<file path="config.mk">
export PLATFORM = sky130hd
export DESIGN_NAME = frame_assembler
export DESIGN_NICKNAME = d
export VERILOG_FILES = /design/src/rtl/frame_pkg.sv /design/src/rtl/commit_fifo.sv /design/src/rtl/frame_assembler.sv
export SDC_FILE = /design/constraint.sdc
export NUM_CORES = 1
export LEC_CHECK = 0
export ABC_AREA = 1
export CAP_MARGIN = 5
export CORE_ASPECT_RATIO = 2
export CORE_MARGIN = 2
export CORE_UTILIZATION = 30
export DETAILED_ROUTE_END_ITERATION = 7
export GPL_ROUTABILITY_DRIVEN = 0
export PLACE_DENSITY = 0.46
export SLEW_MARGIN = 20
export SYNTH_ARGS = -nofsm -noshare
export SYNTH_HDL_FRONTEND = slang
export SYNTH_SLANG_ARGS = --single-unit
</file>
<file path="constraint.sdc">
create_clock -name clk -period 2.8 [get_ports clk]
set_input_delay 0.56 -clock clk [delete_from_list [all_inputs] [get_ports clk]]
set_output_delay 0.56 -clock clk [all_outputs]
set_load 0.01 [all_outputs]
</file>
<file path="src/rtl/frame_pkg.sv">
// frame_pkg: shared state encoding, frame defaults and counter helper for frame_assembler.
package frame_pkg;
  typedef enum logic [2:0] {S_HUNT, S_LEN, S_PAYLOAD, S_CHECK, S_DISCARD} state_t;
  localparam logic [7:0] SYNC_DEFAULT = 8'hA5;
  localparam int MAX_LEN_DEFAULT = 16;
  localparam int CHK_W = 8;
  function automatic logic [7:0] sat_inc(input logic [7:0] c, input logic inc);
    return c + 8'(inc && c != 8'hFF);
  endfunction
endpackage

</file>
<file path="src/rtl/commit_fifo.sv">
// commit_fifo: byte FIFO whose writes stay invisible until committed; rollback discards them.
module commit_fifo #(
  parameter int DEPTH = 32
) (
  input  logic       clk,
  input  logic       rst_n,
  input  logic       wr_en,
  input  logic [7:0] wr_data,
  input  logic       wr_last,
  input  logic       commit,
  input  logic       rollback,
  input  logic       rd_ready,
  output logic       full,
  output logic       rd_valid,
  output logic [7:0] rd_data,
  output logic       rd_last
);
  localparam int AW = $clog2(DEPTH);
  logic [AW:0] wr_ptr, cm_ptr, rd_ptr;
  logic [8:0] mem [DEPTH];
  assign full = (wr_ptr[AW] != rd_ptr[AW]) && (wr_ptr[AW-1:0] == rd_ptr[AW-1:0]);
  assign rd_valid = rd_ptr != cm_ptr;
  assign {rd_last, rd_data} = rd_valid ? mem[rd_ptr[AW-1:0]] : 9'h0;
  always_ff @(posedge clk or negedge rst_n)
    if (!rst_n) begin
      wr_ptr <= '0;
      cm_ptr <= '0;
      rd_ptr <= '0;
    end else begin
      wr_ptr <= rollback ? cm_ptr : wr_ptr + (AW+1)'(wr_en && !full);
      if (commit) cm_ptr <= wr_ptr;
      if (rd_valid && rd_ready) rd_ptr <= rd_ptr + (AW+1)'(1);
    end
  always_ff @(posedge clk)
    if (wr_en && !full) mem[wr_ptr[AW-1:0]] <= {wr_last, wr_data};
endmodule

</file>
<file path="src/rtl/frame_assembler.sv">
// frame_assembler: hunts SYNC-framed, checksummed byte frames and forwards only verified payloads.
module frame_assembler
  import frame_pkg::*;
#(
  parameter logic [7:0] SYNC_BYTE  = SYNC_DEFAULT,
  parameter int         MAX_LEN    = MAX_LEN_DEFAULT,
  parameter int         FIFO_DEPTH = 32
) (
  input  logic       clk,
  input  logic       rst_n,
  input  logic       in_valid,
  input  logic [7:0] in_data,
  output logic       out_valid,
  input  logic       out_ready,
  output logic [7:0] out_data,
  output logic       out_last,
  output logic [7:0] ok_cnt,
  output logic [7:0] err_cnt,
  output logic [7:0] drop_cnt
);
  state_t state, nxt;
  logic [7:0] rem;
  logic [CHK_W-1:0] chk;
  logic full, legal, match, wr_en, wr_last, commit, rollback, err_inc, drop_inc;
  assign legal = in_data != 8'd0 && in_data <= 8'(MAX_LEN);
  assign match = in_data == chk;
  always_ff @(posedge clk or negedge rst_n)
    if (!rst_n) state <= S_HUNT;
    else state <= nxt;
  always_comb begin
    nxt = state;
    if (in_valid)
      case (state)
        S_HUNT:    nxt = in_data == SYNC_BYTE ? S_LEN : S_HUNT;
        S_LEN:     nxt = legal ? S_PAYLOAD : S_HUNT;
        S_PAYLOAD: nxt = full ? S_DISCARD : rem == 8'd1 ? S_CHECK : S_PAYLOAD;
        S_CHECK:   nxt = S_HUNT;
        S_DISCARD: nxt = rem == 8'd1 ? S_HUNT : S_DISCARD;
        default:   nxt = S_HUNT;
      endcase
  end
  always_comb begin
    wr_en    = in_valid && state == S_PAYLOAD && !full;
    wr_last  = rem == 8'd1;
    commit   = in_valid && state == S_CHECK && match;
    drop_inc = in_valid && state == S_PAYLOAD && full;
    rollback = drop_inc || (in_valid && state == S_CHECK && !match);
    err_inc  = in_valid && ((state == S_LEN && !legal) || (state == S_CHECK && !match));
  end
  // On overflow rem is left as-is: it then counts the unread payload bytes plus CHK.
  always_ff @(posedge clk or negedge rst_n)
    if (!rst_n) begin
      rem      <= '0;
      chk      <= '0;
      ok_cnt   <= '0;
      err_cnt  <= '0;
      drop_cnt <= '0;
    end else begin
      if (in_valid && state == S_LEN && legal) begin
        rem <= in_data;
        chk <= in_data;
      end
      if (wr_en) begin
        rem <= rem - 8'd1;
        chk <= chk + in_data;
      end
      if (in_valid && state == S_DISCARD) rem <= rem - 8'd1;
      ok_cnt   <= sat_inc(ok_cnt, commit);
      err_cnt  <= sat_inc(err_cnt, err_inc);
      drop_cnt <= sat_inc(drop_cnt, drop_inc);
    end
  commit_fifo #(.DEPTH(FIFO_DEPTH)) u_fifo (
    .clk(clk),
    .rst_n(rst_n),
    .wr_en(wr_en),
    .wr_data(in_data),
    .wr_last(wr_last),
    .commit(commit),
    .rollback(rollback),
    .rd_ready(out_ready),
    .full(full),
    .rd_valid(out_valid),
    .rd_data(out_data),
    .rd_last(out_last)
  );
endmodule

</file>
# Word-level counts from Yosys, hierarchy flattened
# Memories as Yosys holds them, arrays and structs flattened.
# Index checks and enable logic that the tools add are counted.
word_totals:
  latchBits: 0
  register_bits: 61
  out_inout_bits: 34
  n_memories: 1
  ramBits: 288
  inputBits: 12
  word_cells: 73
  romBits: 0
memory_table:
  columns: ["name", "depth", "width", "read_ports", "rd_ports_with_merged_regs", "write_ports", "line_no", "text"]
  rows:
  - ["u_fifo.mem", 32, 9, 1, 0, 1, "commit_fifo.sv:20", "logic [8:0] mem [DEPTH];"]
op_classes:
  shift: 0
  multipliers: 0
  n_reduce_logical: 28
  n_div: 0
  n_mux: 14
  magnitude_cmp: 1
  eq_ne: 13
  bitwise_logic: 0
  add_sub_neg: 7
ops:
  columns: ["op", "count"]
  rows:
  - ["2-to-1 mux 8 bit", 4]
  - ["adder 8 x 1 -> 8 bit", 3]
  - ["inequality test 8 bit, second input constant", 3]
  - ["logical AND 1 bit", 19]
  - ["case mux 3 bit (4 select lines)", 1]
  - ["2-to-1 mux 9 bit", 1]
  - ["adder 8 bit", 1]
  - ["equality test 8 x 1 -> 1 bit, second input constant", 1]
  - ["equality test 8 bit", 1]
  - ["equality test 8 bit, second input constant", 1]
  - ["<= comparator 8 x 5 -> 1 bit, second input constant", 1]
  - ["nonzero test 8 bit", 1]
  - ["subtractor 8 x 1 -> 8 bit, second input constant", 1]
  - ["adder 6 x 1 -> 6 bit", 1]
  - ["adder 6 x 1 -> 6 bit, second input constant", 1]
  - ["equality test 3 x 2 -> 1 bit, second input constant", 2]
  - ["2-to-1 mux 3 bit", 2]
  - ["2-to-1 mux 6 bit", 1]
  - ["inequality test 6 bit", 1]
  - ["equality test 5 bit", 1]
  - ["2-to-1 mux 1 bit", 4]
  - ["equality test 3 x 1 -> 1 bit, second input constant", 1]
  - ["equality test 3 bit, second input constant", 1]
  - ["logical NOT 1 bit", 3]
  - ["other kinds (6)", 7]

# Longest topological paths before layout
# Gate-level depths: netlist of run 1.
logic_depth:
  word_depth: 8
  mapped_depth: 14
  mapped_depth_nobuf: 13

# Hierarchy
# Synthesis of run 1 repeated with hierarchy kept, for this count alone.
hier_totals:
  cells_unflattened: 1612
  area_unflattened_um2: 16052.9
by_module_without_submodules:
  columns: ["mod", "n_inst", "seq_area_each_um2", "area_per_inst_um2", "cells_per_inst"]
  rows:
  - ["commit_fifo", 1, 9098.7, 13369.1, 1281]
  - ["frame_assembler", 1, 1076.0, 2683.8, 331]

# Worst setup path before layout of run 1
# Ideal clock, no wire load.
synth_timing:
  path_kind: "input to register"
  from: "input in_data[5]"
  to: "register ok_cnt[6]"
  path_stages: 10
  slack_ns: 0.262
  arrival_ns: 2.411
  path_cell_list: "ha_1 > nor3_1 > nand4_1 > nor2_1 > clkbuf_1 > o21a_1 > ha_1 > ha_1 > nand4_1 > xnor2_1"
synth_between:
  elab_chain_len: 4
synth_rtl:
  columns: ["element", "line_no", "text"]
  rows:
  - ["start, declared", "frame_assembler.sv:12", "input logic [7:0] in_data,"]
  - ["equality test 8 bit", "frame_assembler.sv:26", "assign match = in_data == chk;"]
  - ["logical AND 1 bit", "frame_assembler.sv:45", "commit = in_valid && state == S_CHECK && match;"]
  - ["logical AND 1 bit", "frame_pkg.sv:8", "return c + 8'(inc && c != 8'hFF);"]
  - ["adder 8 x 1 -> 8 bit", "frame_pkg.sv:8", null]
  - ["end signal, assigned", "frame_assembler.sv:68", "ok_cnt <= sat_inc(ok_cnt, commit);"]
  - ["end, declared", "frame_assembler.sv:17", "output logic [7:0] ok_cnt,"]
# No other way between the ends.
# A chain may end at the register's enable or synchronous reset.

# Worst setup path after layout of run 1
layout_timing:
  from: "register u_fifo.rd_ptr[0]"
  to: "output out_data[3]"
layout_between:
  elab_chain_len: 2
  elab_cells_between_ends: 3
layout_rtl:
  columns: ["element", "line_no", "text"]
  rows:
  - ["start, declared", "commit_fifo.sv:19", "logic [AW:0] wr_ptr, cm_ptr, rd_ptr;"]
  - ["start signal, assigned", "commit_fifo.sv:32", "if (rd_valid && rd_ready) rd_ptr <= rd_ptr + (AW+1)'(1);"]
  - ["memory read (32 x 9 bit) / inequality test 6 bit (equally long branches)", null, null]
  - ["2-to-1 mux 9 bit *", "commit_fifo.sv:23", "assign {rd_last, rd_data} = rd_valid ? mem[rd_ptr[AW-1:0]] : 9'h0;"]
  - ["end, declared", "frame_assembler.sv:15", "output logic [7:0] out_data,"]
# Every way passes the cells marked *; elsewhere a longest branch is shown, timed or not.

==> impl_metrics.json, run 1 <==
{
  "run_status": "complete, but fails checks",
  "violations": "setup timing",
  "finalSetupTns_ns": -1.03,
  "grt_pass1_wl_mm": 68.2,
  "p_leak_nw": 7.73,
  "syn2layout_area_growth_pct": 25.2,
  "yosysSeqAreaShare_pct": 66.0,
  "synth.distinct_cells": 35,
  "crit_arrival_ns": 2.43,
  "finalCritPeriodShare_pct": 107,
  "overflow": 0,
  "reg2reg_slack_ns": 0.24,
  "tritoncts": "yes",
  "viasPerCell": 4.68,
  "drv_cap": 0,
  "synth_flop_cell": "edfxtp_1",
  "worstReg2RegEnd": "drop_cnt[4]",
  "slew_headroom_pct": 54.1,
  "cts_max_level": 2,
  "clk_latency_ns": 0.54,
  "vdd_drop_max_mv": 0.385,
  "synth_edf_count": 288,
  "coreArea_sq_mm": 0.0508,
  "synth_warnings": 0,
  "multi_input_area_sq_mm": 0.00505,
  "crit_end": "out_data[3]",
  "wl_per_cell_um": 19.5,
  "grt_max_degree": 55,
  "cts_buffers": 34,
  "fin_skew_ns": 0.0225,
  "rr_worst_depth": 13,
  "r2r_start": "u_fifo.rd_ptr[4]",
  "clock_sinks": 349,
  "required_ns": 2.24,
  "finalWirelength_mm": 45.8,
  "start_util_pct": 30.3,
  "post-route-min-period_ns": 2.99,
  "synth_cells": 1512,
  "antenna_found_initial": 1,
  "drt_iter0_drc": 621,
  "clkTransAtPathRegs_ns": 0.07,
  "max_freq_ghz": 0.335,
  "cts.path.max_buffers": 3,
  "setup_viol": 9,
  "synth_fp_nets": 1543,
  "pwr_density_cell_mw_per_mm2": 824,
  "layout.cells.non_filler": 2352,
  "place_hpwl_mm": 31.2,
  "critPathLaunch": "u_fifo.rd_ptr[0]",
  "numPortBuffers": 45,
  "seqCellArea_sq_mm": 0.0102,
  "hold_viol": 0,
  "final_area_sq_mm": 0.0193,
  "drive_gt1_share_pct": 18.7,
  "start_kind": "flip-flop",
  "worst-path-max-fanout": 7,
  "cts_root_buf": "clkbuf_16",
  "die_y_um": 325,
  "syn_area_per_cell_sq_um": 10.2,
  "tightestPinTransition_ns": 0.689,
  "endpoint_kind": "primary output",
  "fin_util_pct": 38.0,
  "antennaDiodeCount": 0,
  "synth_area_sq_mm": 0.0154,
  "place_inst": 2268,
  "slew_viol_final": 0,
  "via_count": 11009,
  "rows": 117,
  "grt_pass1_vias": 11310,
  "dieWidth_um": 164,
  "ys_seq_elements": 349,
  "fin_nets": 1705,
  "io_pins": 46,
  "place_area_sq_mm": 0.0175,
  "grt_setup_unrepaired": "true",
  "pre_cts_slack_ns": -0.126,
  "grtUsageTotal_pct": 17.3,
  "dieArea_sq_mm": 0.0533,
  "worst_slack_ns": -0.185,
  "fillers": 4980,
  "hold_class": "input pin to asynchronous set/reset pin",
  "synthArstFlopShare_pct": 17.5,
  "drtPass1Iterations": 6,
  "critPathKind": "flip-flop to primary output",
  "antenna_left": 0,
  "drcViolationCount": 0
}
## critical path, cell delays in order (launching register included)
cell and delay (ns):
dfrtp_4 0.56, buf_8 0.17, buf_12 0.12, clkbuf_16 0.15, nand2_1 0.06, nand3_1 0.10, a21oi_2 0.15, buf_4 0.15
nor2_4 0.05, nand2_2 0.07, nand2_2 0.05, nor2_2 0.10, buf_2 0.13
## how the worst min path moves through the flow
stage           endpoint  slack (ns)
3_5_place_dp      chk[4]        0.47
3_3_place_gp      chk[4]        0.47
5_1_grt        ok_cnt[3]        0.10
6_report       ok_cnt[2]        0.06
2_1_floorplan     chk[0]        0.26
4_1_cts        ok_cnt[2]        0.07
## logic make-up (layout without fill, tap and decap cells)
family / count (synthesis) / in the layout / synth area share [%]
AO/OA/AOI/OAI: 98 / 98 / 3.31
XOR/XNOR: 37 / 37 / 2.10
adder cells (fa/ha/maj): 19 / 19 / 1.59
buffers and inverters: 147 / 333 / 3.88
flip-flops: 349 / 349 / 66.0
AND/OR/NAND/NOR: 862 / 862 / 23.1
## stage by stage
| step | hold WS (ns) | power, mW |
|---|---|---|
| 6_report | 0.0602 | 15.9 |
| 3_5_place_dp | 0.474 | 11.1 |
| 3_3_place_gp | 0.465 | 11.1 |
| 5_1_grt | 0.102 | 16.8 |
| 4_1_cts | 0.0660 | 15.9 |
| 2_1_floorplan | 0.264 | 8.85 |
## placed cells by master (no fill, tap or decap), types with 14 or more instances in the layout
master	synthesis	routed
nand2_2	1	24
edfxtp_1	288	288
o21ai_0	68	51
nor2_2	1	25
nand2_1	403	380
nand3_1	180	159
buf_4	2	104
xnor2_1	14	14
clkdlybuf4s50_1	0	29
clkbuf_16	0	37
inv_1	79	78
nor2_1	250	211
dfrtp_1	61	59
xor2_1	23	23
buf_2	29	15
o21ai_1	4	21
nand3_2	5	24
buf_12	0	17
nor2_4	1	16
ha_1	18	18
## cell type report
cell class,count,area share (%)
Multi-Input combinational cell,1016,26.2
Timing Repair Buffer,189,9.82
Clock buffer,41,4.73
Sequential cell,349,52.8
Clock inverter,19,0.616
Inverter,84,1.69
Tap cell,654,4.24
## layer usage
layer  GRT usage, %  up-vias  share of wire [%]
met5              0        -              0.028
met4           8.41        2                4.8
met3           2.09       90                2.9
met2           33.8      182                 56
met1           17.6     5346                 36
li1               -     5389                  -
## Yosys cell counts (4+ instances only)
library cell	instances	area share (%)
o21ai_0	68	2.2
inv_1	79	1.9
nand3_1	180	5.8
xnor2_1	14	0.80
edfxtp_1	288	56
ha_1	18	1.5
nand3_2	5	0.32
o21ai_1	4	0.13
buf_1	14	0.34
buf_2	29	0.94
clkbuf_1	18	0.44
inv_2	4	0.097
a21oi_1	18	0.58
dfrtp_1	61	9.9
nand2_1	403	9.8
o21a_1	4	0.19
nor2_1	250	6.1
xor2_1	23	1.3
nand4_1	8	0.32
nor3_1	7	0.23
## power breakdown
| part | leakage (nW) | internal (mW) | switching (mW) | total, mW |
|---|---|---|---|---|
| clock | 0.509 | 2.42 | 1.96 | 4.38 |
| combinational | 3.84 | 1.97 | 3.41 | 5.39 |
| sequential | 3.38 | 5.90 | 0.236 | 6.14 |
## registers in the layout, summed over array words and instances (netlist names)
signal         cells
chk                8
state              3
ok_cnt             8
u_fifo.rd_ptr      6
u_fifo.cm_ptr      6
u_fifo.mem       288
rem                8
err_cnt            8
u_fifo.wr_ptr      6
drop_cnt           8
## timing repair
item | 4_1_cts | 5_1_grt
buffers inserted | 12 | 6
gates resized for setup | 142 | 59
cloned | 6 | 3
setup endpoints to repair | 10 | 10
hold buffers | 0 | 0
pin swaps | 43 | 41
Power figures use the tool's default switching activity.
==> run 2, diff against run 1 <==
- GPL_TIMING_DRIVEN: unset -> 0
==> run 2 against run 1 <==
Against the previous run:
- the run still ends with setup timing left
- sequential power down 0.7%
- register-to-register slack worse by 0.40 ns
- critical path depth unchanged
- hold slack better by 0.30 ns
- cell area up 0.36%
- clock-buffer cell count up 3
- worst setup slack better by 0.021 ns
- global-route usage up 1.8 points
- via count up 1.4%
- flip-flop and latch count unchanged
- maximum frequency up 0.69%
- largest cell class unchanged
- largest power group unchanged
==> impl_metrics.json, run 2 (same netlist as run 1, synthesis figures left out) <==
{
  "run_status": "complete, but fails checks",
  "violations": "setup timing",
  "r2r_start": "u_fifo.rd_ptr[2]",
  "fillers": 4964,
  "rr_worst_depth": 10,
  "reg2reg_slack_ns": -0.16,
  "place_area_sq_mm": 0.0169,
  "clock_sinks": 349,
  "drive_gt1_share_pct": 18.7,
  "overflow": 0,
  "mostFrequentLayoutCells": "nand2_1, edfxtp_1, nor2_1",
  "crit_chain": "buf_12 > buf_12 > buf_12 > nor2_1 > nor2_1 > o21ai_1 > nand3_1 > nand3_2 > nand2_1 > nand2_1 > nor2_2 > buf_2",
  "seqCellArea_sq_mm": 0.0102,
  "grt_pass1_wl_mm": 73.9,
  "cts_buffers": 34,
  "clk_latency_ns": 0.54,
  "dieArea_sq_mm": 0.0533,
  "cpMostUsedCell": "buf_12",
  "cts_max_level": 2,
  "largest_reg_flops": 288,
  "finalSetupTns_ns": -23.05,
  "worst-path-max-fanout": 7,
  "drt_iter0_drc": 616,
  "tightestPinTransition_ns": 0.667,
  "place_hpwl_mm": 35.3,
  "critPathLaunch": "u_fifo.rd_ptr[0]",
  "dieWidth_um": 164,
  "tritoncts": "yes",
  "final_area_sq_mm": 0.0194,
  "drcViolationCount": 0,
  "wl_per_cell_um": 21.9,
  "fin_nets": 1657,
  "p_leak_nw": 7.59,
  "worst_slack_ns": -0.165,
  "cp.depth": 12,
  "antenna_found_initial": 1,
  "start_util_pct": 30.3,
  "die_y_um": 325,
  "grtUsageTotal_pct": 19.2,
  "required_ns": 2.24,
  "syn2layout_area_growth_pct": 25.7,
  "hold_viol": 0,
  "hold_class": "input pin to flip-flop",
  "numPortBuffers": 45,
  "drv_cap": 0,
  "slew_headroom_pct": 55.5,
  "grt_setup_unrepaired": "true",
  "grt_pass1_vias": 11463,
  "setup_viol": 252,
  "antenna_left": 0,
  "io_pins": 46,
  "critPathKind": "flip-flop to primary output",
  "finalCritPeriodShare_pct": 106,
  "cts.path.max_buffers": 3,
  "cts_root_buf": "clkbuf_16",
  "start_kind": "flip-flop",
  "slowest_delay_ns": 0.46,
  "crit_end": "out_data[6]",
  "clkTransAtPathRegs_ns": 0.07,
  "coreArea_sq_mm": 0.0508,
  "hold_depth": 1,
  "crit_arrival_ns": 2.40,
  "post-route-min-period_ns": 2.96,
  "finalWirelength_mm": 50.5,
  "vdd_drop_max_mv": 0.584,
  "crit_family": "simple AND/OR/NAND/NOR gates",
  "grt_max_degree": 52,
  "multi_input_area_sq_mm": 0.00525,
  "drtPass1Iterations": 5,
  "timing.hold.ws_ns": 0.358,
  "via_count": 11165,
  "endpoint_kind": "primary output",
  "cpMaxStageDelayCell": "dfrtp_2",
  "antennaDiodeCount": 0,
  "max_freq_ghz": 0.337,
  "pwr_density_cell_mw_per_mm2": 857,
  "final_common_cell": "nand2_1",
  "viasPerCell": 4.85,
  "worstReg2RegEnd": "u_fifo.mem[24][7]",
  "fin_skew_ns": 0.0211,
  "slew_viol_final": 0,
  "rows": 117,
  "crit_buf_inv": 4
}
## run 2: cell count changes in the layout (fill, tap and decap cells not counted), sizes merged
| cell | change |
|---|---|
| buf | -63 |
| clkbuf | +18 |
| clkinv | -5 |
| bufinv | +4 |
| clkdlybuf4s50 | -3 |
| bufbuf | +2 |
| clkinvlp | -1 |
| dlygate4sd3 | +1 |
| inv | -1 |
## run 2: repair_timing
item | 4_1_cts | 5_1_grt
endpoints found under the hold margin | 10 | 0
hold buffers | 1 | 0
gates resized for setup | 296 | 56
pin swaps | 37 | 40
endpoints found under the setup margin | 305 | 305
setup buffers | 10 | 8
cloned | 6 | 2
## run 2: worst min path at each step
stage                from                end  slack (ns)
6_report       in_data[7]  u_fifo.mem[22][7]        0.36
2_1_floorplan       rst_n             chk[0]        0.26
3_3_place_gp       chk[4]             chk[4]        0.46
5_1_grt        in_data[7]   u_fifo.mem[6][7]        0.34
3_5_place_dp        rst_n          ok_cnt[2]        0.42
4_1_cts        in_data[7]  u_fifo.mem[22][7]        0.34
## run 2: cell type report
type | count | share of cell area (%)
tap | 654 | 4.22
buffer | 59 | 3.26
clock inverter | 16 | 1.07
inverter | 84 | 1.65
clock buffer | 44 | 4.75
multi-input combinational | 1016 | 27.1
sequential | 349 | 52.5
timing repair buffer | 82 | 5.43
## run 2: report_power, final
group | internal, mW | leakage [nW] | switching, mW
Sequential | 5.90 | 3.38 | 0.208
Clock | 2.79 | 0.551 | 2.01
Combinational | 1.89 | 3.66 | 3.80
## run 2: per-stage QoR
step / setup slack (ns) / cells / utilization [%] / power [mW]
floorplan: 0.262 / 1512 / - / 8.85
global placement: -2.46 / 2211 / 32.8 / 11.0
detailed placement: -1.04 / 2221 / 33.2 / 11.1
CTS: -0.272 / 2297 / 37.5 / 16.5
global route: -0.255 / 2304 / 38.1 / 17.3
finish: -0.165 / 2304 / 38.1 / 16.6
## run 2: routing by layer
| layer | GRT usage (%) | vias to the layer above | part of all wire (%) |
|---|---|---|---|
| met5 | 0 | - | 0.026 |
| met4 | 11.0 | 2 | 5.8 |
| met3 | 2.35 | 121 | 4.0 |
| met2 | 36.0 | 343 | 56 |
| met1 | 19.9 | 5387 | 35 |
| li1 | - | 5312 | - |
